--- src/rtl/hazard_pkg.sv ---
// Shared types and helpers for the pipeline hazard controller.
// The cause encoding ranks the RUN-state hazard sources from highest to lowest priority.
package hazard_pkg;

    typedef enum logic {
        ST_RUN       = 1'b0,
        ST_LONG_WAIT = 1'b1
    } state_t;

    typedef enum logic [1:0] {
        PRI_NONE     = 2'd0,
        PRI_REDIRECT = 2'd1,
        PRI_LOAD_USE = 2'd2,
        PRI_LONGOP   = 2'd3
    } pri_t;

    // Width of a counter that must reach timeout-1.
    function automatic int wait_w(input int timeout);
        return (timeout <= 2) ? 1 : $clog2(timeout);
    endfunction

endpackage

--- src/rtl/hazard_ctrl_if.sv ---
// Pipeline-side view of the hazard controller: decode/execute status in, stall controls out.
// The pipeline uses the master modport; the controller uses the slave modport.
interface hazard_ctrl_if #(
    parameter int REG_W = 5
);
    logic             memread_ex;
    logic [REG_W-1:0] rd_ex;
    logic [REG_W-1:0] rs_id;
    logic [REG_W-1:0] rt_id;
    logic             use_rs_id;
    logic             use_rt_id;
    logic             redirect_ex;
    logic             longop_id;
    logic             longop_done;
    logic             hazard;
    logic             pcwrite;
    logic             ifid_write;
    logic             ifid_flush;

    modport master (
        output memread_ex, rd_ex, rs_id, rt_id, use_rs_id, use_rt_id,
               redirect_ex, longop_id, longop_done,
        input  hazard, pcwrite, ifid_write, ifid_flush
    );

    modport slave (
        input  memread_ex, rd_ex, rs_id, rt_id, use_rs_id, use_rt_id,
               redirect_ex, longop_id, longop_done,
        output hazard, pcwrite, ifid_write, ifid_flush
    );
endinterface

--- src/rtl/hazard_lu_cmp.sv ---
// Load-use detector: the EX load writes a register the ID instruction actually reads.
// Register 0 is hardwired to zero, so it never creates a dependency.
module hazard_lu_cmp #(
    parameter int REG_W = 5
) (
    input  logic             memread_ex,
    input  logic [REG_W-1:0] rd_ex,
    input  logic [REG_W-1:0] rs_id,
    input  logic [REG_W-1:0] rt_id,
    input  logic             use_rs_id,
    input  logic             use_rt_id,
    output logic             lu
);
    logic rs_hit;
    logic rt_hit;

    assign rs_hit = use_rs_id && (rs_id == rd_ex);
    assign rt_hit = use_rt_id && (rt_id == rd_ex);
    assign lu     = memread_ex && (rd_ex != '0) && (rs_hit || rt_hit);
endmodule

--- src/rtl/hazard_ctrl.sv ---
// Pipeline hazard controller: load-use bubbles, EX redirect flushes and multi-cycle op waits,
// with a sticky timeout flag and a saturating stall-cycle counter.
module hazard_ctrl
    import hazard_pkg::*;
#(
    parameter int REG_W   = 5,
    parameter int TIMEOUT = 64,
    parameter int CNT_W   = 32
) (
    input  logic             clk,
    input  logic             rst,
    hazard_ctrl_if.slave     bus,
    output logic             err_timeout,
    output logic [CNT_W-1:0] stall_cnt
);
    localparam int                WAIT_W    = wait_w(TIMEOUT);
    localparam logic [WAIT_W-1:0] WAIT_LAST = WAIT_W'(TIMEOUT - 1);

    state_t            state;
    state_t            state_nxt;
    pri_t              pri;
    logic [WAIT_W-1:0] wait_cnt;
    logic              wait_clr;
    logic              timeout_hit;
    logic              lu;

    hazard_lu_cmp #(
        .REG_W (REG_W)
    ) u_lu_cmp (
        .memread_ex (bus.memread_ex),
        .rd_ex      (bus.rd_ex),
        .rs_id      (bus.rs_id),
        .rt_id      (bus.rt_id),
        .use_rs_id  (bus.use_rs_id),
        .use_rt_id  (bus.use_rt_id),
        .lu         (lu)
    );

    always_comb begin
        pri = PRI_NONE;
        if (bus.redirect_ex)    pri = PRI_REDIRECT;
        else if (lu)            pri = PRI_LOAD_USE;
        else if (bus.longop_id) pri = PRI_LONGOP;
    end

    always_ff @(posedge clk) begin
        if (rst) begin
            state       <= ST_RUN;
            wait_cnt    <= '0;
            err_timeout <= 1'b0;
            stall_cnt   <= '0;
        end else begin
            state <= state_nxt;
            if (wait_clr)
                wait_cnt <= '0;
            else if (state == ST_LONG_WAIT)
                wait_cnt <= wait_cnt + 1'b1;
            if (timeout_hit)
                err_timeout <= 1'b1;
            if (!bus.pcwrite && (stall_cnt != '1))
                stall_cnt <= stall_cnt + 1'b1;
        end
    end

    always_comb begin
        state_nxt      = state;
        wait_clr       = 1'b0;
        timeout_hit    = 1'b0;
        bus.hazard     = 1'b0;
        bus.pcwrite    = 1'b1;
        bus.ifid_write = 1'b1;
        bus.ifid_flush = 1'b0;

        unique case (state)
            ST_RUN: begin
                unique case (pri)
                    // Redirect kills the ID instruction, so its hazards are moot.
                    PRI_REDIRECT: begin
                        bus.hazard     = 1'b1;
                        bus.ifid_flush = 1'b1;
                    end
                    PRI_LOAD_USE: begin
                        bus.hazard     = 1'b1;
                        bus.pcwrite    = 1'b0;
                        bus.ifid_write = 1'b0;
                    end
                    PRI_LONGOP: begin
                        state_nxt = ST_LONG_WAIT;
                        wait_clr  = 1'b1;
                    end
                    default: ;
                endcase
            end
            ST_LONG_WAIT: begin
                bus.hazard     = 1'b1;
                bus.pcwrite    = 1'b0;
                bus.ifid_write = 1'b0;
                if (bus.longop_done) begin
                    state_nxt = ST_RUN;
                end else if (wait_cnt == WAIT_LAST) begin
                    state_nxt   = ST_RUN;
                    timeout_hit = 1'b1;
                end
            end
            default: state_nxt = ST_RUN;
        endcase

        if (rst) begin
            bus.hazard     = 1'b1;
            bus.pcwrite    = 1'b0;
            bus.ifid_write = 1'b0;
            bus.ifid_flush = 1'b1;
        end
    end
endmodule

--- src/flat_wrapper.sv ---
// flat-port wrapper written by rule: the top's interface ports become plain ports
module hazard_ctrl_flat import hazard_pkg::*;
#(
    parameter int REG_W   = 5,
    parameter int TIMEOUT = 64,
    parameter int CNT_W   = 32
)
  (clk, rst, err_timeout, stall_cnt, bus_memread_ex, bus_rd_ex, bus_rs_id, bus_rt_id, bus_use_rs_id, bus_use_rt_id, bus_redirect_ex, bus_longop_id, bus_longop_done, bus_hazard, bus_pcwrite, bus_ifid_write, bus_ifid_flush);
  hazard_ctrl_if #(.REG_W(REG_W)) bus_i ();
  input  logic clk;
  input  logic rst;
  output logic err_timeout;
  output logic [CNT_W-1:0] stall_cnt;
  input wire logic [$bits(bus_i.memread_ex)-1:0] bus_memread_ex;
  input wire logic [$bits(bus_i.rd_ex)-1:0] bus_rd_ex;
  input wire logic [$bits(bus_i.rs_id)-1:0] bus_rs_id;
  input wire logic [$bits(bus_i.rt_id)-1:0] bus_rt_id;
  input wire logic [$bits(bus_i.use_rs_id)-1:0] bus_use_rs_id;
  input wire logic [$bits(bus_i.use_rt_id)-1:0] bus_use_rt_id;
  input wire logic [$bits(bus_i.redirect_ex)-1:0] bus_redirect_ex;
  input wire logic [$bits(bus_i.longop_id)-1:0] bus_longop_id;
  input wire logic [$bits(bus_i.longop_done)-1:0] bus_longop_done;
  output wire logic [$bits(bus_i.hazard)-1:0] bus_hazard;
  output wire logic [$bits(bus_i.pcwrite)-1:0] bus_pcwrite;
  output wire logic [$bits(bus_i.ifid_write)-1:0] bus_ifid_write;
  output wire logic [$bits(bus_i.ifid_flush)-1:0] bus_ifid_flush;
  assign bus_i.memread_ex = bus_memread_ex;
  assign bus_i.rd_ex = bus_rd_ex;
  assign bus_i.rs_id = bus_rs_id;
  assign bus_i.rt_id = bus_rt_id;
  assign bus_i.use_rs_id = bus_use_rs_id;
  assign bus_i.use_rt_id = bus_use_rt_id;
  assign bus_i.redirect_ex = bus_redirect_ex;
  assign bus_i.longop_id = bus_longop_id;
  assign bus_i.longop_done = bus_longop_done;
  assign bus_hazard = bus_i.hazard;
  assign bus_pcwrite = bus_i.pcwrite;
  assign bus_ifid_write = bus_i.ifid_write;
  assign bus_ifid_flush = bus_i.ifid_flush;
  hazard_ctrl #(.REG_W(REG_W), .TIMEOUT(TIMEOUT), .CNT_W(CNT_W)) u_core (.clk(clk), .rst(rst), .bus(bus_i), .err_timeout(err_timeout), .stall_cnt(stall_cnt));
endmodule
--- config.mk ---
export PLATFORM = sky130hd
export DESIGN_NAME = hazard_ctrl_flat
export DESIGN_NICKNAME = d
export VERILOG_FILES = /design/src/rtl/hazard_pkg.sv /design/src/rtl/hazard_ctrl_if.sv /design/src/rtl/hazard_lu_cmp.sv /design/src/rtl/hazard_ctrl.sv /design/src/flat_wrapper.sv
export SDC_FILE = /design/constraint.sdc
export NUM_CORES = 1
export LEC_CHECK = 0
export ABC_AREA = 1
export CORE_UTILIZATION = 54
export DETAILED_ROUTE_END_ITERATION = 8
export PLACE_DENSITY = 0.85
export SETUP_SLACK_MARGIN = 0.05
export SYNTH_ARGS = -nofsm -noshare
export SYNTH_HDL_FRONTEND = slang
export SYNTH_SLANG_ARGS = --single-unit
--- constraint.sdc ---
create_clock -name clk -period 5.1 [get_ports clk]
set_input_delay 1.02 -clock clk [delete_from_list [all_inputs] [get_ports clk]]
set_output_delay 1.02 -clock clk [all_outputs]
set_load 0.05 [all_outputs]
Yosys cells after proc, flatten, opt, wreduce, memory -nomap -nowiden
Cells that the tools add are included.
Word-level totals
  register bits: 40
  input bits: 23
  output and inout bits: 37
  word-level logic and storage cells: 44
Operators by class
  $add $sub $neg: 2
  eq/ne operators: 7
  mux-type cells: 20
  bitwise gates (word level): 1
  reduce and logical (&&, ||, !) cells: 10
Operator list (count)
  adder 32 x 1 -> 32 bit, second input constant: 1
  != test 32 bit, second input constant: 1
  2-to-1 mux 1 bit: 14
  equality test 5 bit: 2
  adder 6 x 1 -> 6 bit, second input constant: 1
  equality test 6 bit, second input constant: 1
  2-to-1 mux 2 bit: 3
  case mux 1 bit (2 select lines): 3
  logical AND 1 bit: 5
  nonzero test 5 bit: 1
  equality test 2 bit, second input constant: 2
  OR reduction 2 bit: 2
  equality test 2 x 1 -> 1 bit, second input constant: 1
  zero test 1 bit: 1
  logical OR 1 bit: 1
  inverter 1 bit: 1

Depth between registers and ports, before layout
  depth in word-level cells: 12
  depth in mapped cells: 18
  mapped depth without buffers: 18

By module
Synthesis repeated with hierarchy kept, for this count alone.
Unflattened totals
  cells, all modules: 454
  area total of the unflattened synthesis: 2732.6 um2
Modules (own cells, without submodules)
  hazard_ctrl: times used 1, cells an instance 399, area an instance 2516.2 um2, seq. area each 800.8 um2
  hazard_lu_cmp: times used 1, cells an instance 55, area an instance 216.5 um2, seq. area each 0.0 um2

Least setup slack after synthesis
OpenSTA, ideal clock, no wires.
  path kind: input port to output port
  start: input port bus_rd_ex[1]
  end: output port bus_pcwrite
  arrival: 2.457 ns
  required time: 4.080 ns
  setup slack: 1.623 ns
  stages on the path: 12
  buffers on the path: 1
  cell sequence: inv_1 o21ai_0 nor2_1 nand3_1 nand2_1 nand2_1 a21oi_1 ha_1 nor2_1 nand2_4 inv_2 buf_4
On the way
  cells in the longest elaborated chain, start to end: 10
  elaborated cells on any way between the ends: 14
Ends and longest elaborated chain
  from (decl): line flat_wrapper.sv:15  | input wire logic [$bits(bus_i.rd_ex)-1:0] bus_rd_ex;
  equality test 5 bit, on equally long branches: line hazard_lu_cmp.sv:17, hazard_lu_cmp.sv:18
  logical AND 1 bit, on equally long branches: line hazard_lu_cmp.sv:17, hazard_lu_cmp.sv:18
  logical OR 1 bit: line hazard_lu_cmp.sv:19  | assign lu = memread_ex && (rd_ex != '0) && (rs_hit || rt_hit);
  logical AND 1 bit (*): line hazard_lu_cmp.sv:19
  2-to-1 mux 2 bit (*): line hazard_ctrl.sv:42  | else if (lu) pri = PRI_LOAD_USE;
  2-to-1 mux 2 bit (*): line hazard_ctrl.sv:41  | if (bus.redirect_ex) pri = PRI_REDIRECT;
  equality test 2 bit (*)
  2-to-1 mux 1 bit (*)
  case mux 1 bit (2 select lines) (*)
  2-to-1 mux 1 bit (*)
  to (decl): line flat_wrapper.sv:24  | output wire logic [$bits(bus_i.pcwrite)-1:0] bus_pcwrite;
Every way passes the cells marked *; elsewhere a longest branch is shown, timed or not.

Worst setup path in the final report
  start: input port bus_rd_ex[1]
  end: output port bus_pcwrite
On the way
  cells in the longest elaborated chain, start to end: 10
  elaborated cells on any way between the ends: 14
Ends and longest elaborated chain
  equality test 5 bit, on equally long branches: line hazard_lu_cmp.sv:17, hazard_lu_cmp.sv:18
  logical AND 1 bit, on equally long branches: line hazard_lu_cmp.sv:17, hazard_lu_cmp.sv:18
  logical OR 1 bit: line hazard_lu_cmp.sv:19
  logical AND 1 bit (*): line hazard_lu_cmp.sv:19
  2-to-1 mux 2 bit (*): line hazard_ctrl.sv:42
  2-to-1 mux 2 bit (*): line hazard_ctrl.sv:41
  equality test 2 bit (*): line hazard_ctrl.sv:76  | unique case (pri)
  2-to-1 mux 1 bit (*): line hazard_ctrl.sv:76
  case mux 1 bit (2 select lines) (*): line hazard_ctrl.sv:74  | unique case (state)
  2-to-1 mux 1 bit (*): line hazard_ctrl.sv:108  | if (rst) begin
Marks and branches as above.

==> results.toml <==
[setup_path]
reg2reg_depth = 9
rr_endpoint = "u_core.stall_cnt[0]$_SDFFE_PP0P_"
cp_data_required_time_ns = 4.08
cp.arrival_ns = 3.57
setup.worst_path.start_class = "input port"
regToRegSetupSlack_ns = 3.08
worst-path-buf-inv = 4
critPathKind = "input port to output port"
critPathMaxStageDelay_ns = 0.83
critPathMaxFanout = 10
cp_slowest_cell = "clkdlybuf4s50_1"
r2r_start = "u_core.stall_cnt[0]$_SDFFE_PP0P_"
worst_setup_path_end_kind = "output port"
crit_family = "buffers and inverters"
path_cells = "clkdlybuf4s50_1 > inv_1 > o21ai_0 > nor2_1 > nand3_1 > nand2_1 > nand2_1 > a21oi_1 > ha_1 > nor2_1 > nand2_4 > inv_2 > clkdlybuf4s50_1"

[grt]
grt_usage_pct = 27.3
grt_pass1_wl_mm = 11.2
antenna_found_initial = 0
grt_pass1_vias = 2662
busiest_layer = "met2"
grt_util_met1_pct = 35.2
met2_usage_pct = 45.6
grt.overflow.total = 0
use_met3_pct = 5.77
grt_max_degree = 46

[die]
start_util_pct = 57.8
pin_count = 60
die_h_um = 71.4
fp.dieW_um = 71.4
rows = 24
core_area_um2 = 4500
dieArea_um2 = 5100

[place]
dp_hpwl_mm = 4.78
io_buffer_count = 59
place_congestion = 0.884

[clocking]
clkTransAtPathRegs_ns = 0.08
htreeDepth = 2
clockBufferDepth = 2
cts_root_buffer = "clkbuf_8"
clkLatencyLatePin_ns = 0.30
cts_setup_buffers = 0
cts_buffers = 5
cts_num_sinks = 40
cts_resized = 0
cts_tree = "yes"
hold_buffers = 0

[synthesis]
ys_seq_elements = 40
synth_edf_count = 0
synth_nets = 443
ys_seq_area_share_pct = 30.8
ys_async_sr_fraction_pct = 0
netlist_area_um2 = 2600
synth.distinct_cells = 28
yosys_warnings = 0
syn_area_per_cell_um2 = 6.26
synth_ff_type = "dfxtp_1"
synthCells = 416

[sta]
slew_headroom_pct = 64.0
tns_ns = 0
period_share_pct = 90.1
rsz0062_at_grt = "no"
report.final.slew_viol_count = 0
clock_skew_ns = 0.0112
hold_viol_final = 0
clock.fmax_ghz = 0.218
fin_crit_ns = 4.59
finalSetupViolCount = 0
worstMarginPinSlew_ns = 0.541

[layout]
num_antenna_cells = 0
nets = 500
syn2layout_area_growth_pct = 26.7
layout-drive-gt1-share_pct = 7.17
final_util_pct = 73.2

[power_and_ir_drop]
seqPwrFrac_pct = 46.8
clkPwrFrac_pct = 41.5
p_int_uw = 509
peakVddDrop_mv = 0.165
powerDensity_nw_per_um2 = 206
p_switching_uw = 171
p_sw_share_pct = 25.1
p_comb_share_pct = 11.8
leakage_nw = 1.32

[route]
drtIter0Drc = 234
vias = 2824
routedWlPerCell_um = 12.2
vias_per_cell = 5.37
drcViolationCount = 0
drt-total-wl_mm = 6.40
dr.pass1.iters = 5
detail-route-antenna-nets = 0

[hold_path]
hp-start = "u_core.err_timeout$_SDFFE_PP0P_"
whs_path_depth = 1
hold_path_class = "register to register"
whs_endpoint = "u_core.err_timeout$_SDFFE_PP0P_"

[run_status]
status = "complete, no violations"

[run]
maxCapViolCount = 0
through the flow:
stage	hold WS (ns)	cells	setup WS [ns]	power [mW]	instance area, um2
finish	0.479	526	0.506	0.680	3300
floorplan	0.456	416	1.62	0.373	2600
global placement	0.454	518	0.559	0.403	3180
detailed placement	0.460	518	0.507	0.405	3180
CTS	0.489	526	0.505	0.679	3300
global route	0.517	526	0.227	0.703	3300
state kept, by name, summed over array words and instances, names as in the netlist:
register            flops
u_core.err_timeout      1
u_core.wait_cnt         6
u_core.stall_cnt       32
u_core.state            1
cell families (layout without fill, tap and decap cells):
kind of cell | count (synthesis) | after routing | synth area share, %
flip-flops | 40 | 40 | 30.8
AND/OR/NAND/NOR | 275 | 275 | 48.1
XOR/XNOR | 6 | 6 | 2.02
adder cells (fa/ha/maj) | 4 | 4 | 1.92
AO/OA/AOI/OAI | 40 | 40 | 7.83
buffers and inverters | 51 | 109 | 9.37
worst reg2reg max path: stages, from the launching register on:
cell and delay (ns):
dfxtp_1 0.38, ha_1 0.21, nand2_2 0.09, nor2_4 0.15, nand2_4 0.09, nor2_8 0.13
nand3_4 0.41, nand2_1 0.29, nand2_1 0.07, a21oi_1 0.12
placed cells by master (no fill, tap or decap), types with 7 or more instances in the layout:
cell and instances:
inv_1 39, dfxtp_1 40, nand3_2 11, nand2_1 110, nor3_1 8, nor2_1 96, a21oi_1 32, nand3_1 27
clkdlybuf4s50_1 59, nand4_1 7
synthesized netlist by cell type, types with 2 or more instances:
cell type    n  area (um2)
nand2_1    110         413
nor2_1      96         360
dfxtp_1     40         801
inv_1       39         146
a21oi_1     32         160
nand3_1     27         135
nand3_2     11         110
nor3_1       8        40.0
nand4_1      7        43.8
buf_4        6        45.0
o21ai_0      6        30.0
xor2_1       6        52.6
buf_6        4        45.0
ha_1         4        50.1
and2_2       2        15.0
inv_2        2        7.51
nand2_2      2        12.5
nand2_4      2        22.5
nor2_2       2        12.5
nor2_4       2        22.5
power groups by stage:
stage               Sequential (mW)  Combinational [mW]  Clock (mW)
floorplan                     0.330              0.0428           0
global placement              0.325              0.0781           0
detailed placement            0.325              0.0800           0
CTS                           0.318              0.0801       0.281
global route                  0.319              0.0883       0.296
finish                        0.318              0.0799       0.282
layout make-up:
type / count / area, um2
inverter: 41 / 154
clock inverter: 2 / 38.8
fill: 399 / 1210
timing repair buffer: 60 / 598
sequential: 40 / 801
tap: 52 / 65.1
multi-input combinational: 325 / 1560
clock buffer: 6 / 82.6
worst max path at each step:
stage	start	cells after the start	end	slack, ns
2_1_floorplan	bus_rd_ex[1]	12	bus_pcwrite	1.62
3_3_place_gp	bus_rd_ex[1]	13	bus_pcwrite	0.56
3_5_place_dp	bus_rd_ex[1]	13	bus_pcwrite	0.51
4_1_cts	bus_rd_ex[1]	13	bus_pcwrite	0.50
5_1_grt	bus_rd_ex[1]	13	bus_pcwrite	0.23
6_report	bus_rd_ex[1]	13	bus_pcwrite	0.51
per-layer routing:
metal  vias up  wire, um
met1      1276      2970
met2       110      2980
met4         0        76
met3        11       376
li1       1427         -
met5         -         0
Power figures use the tool's default switching activity.
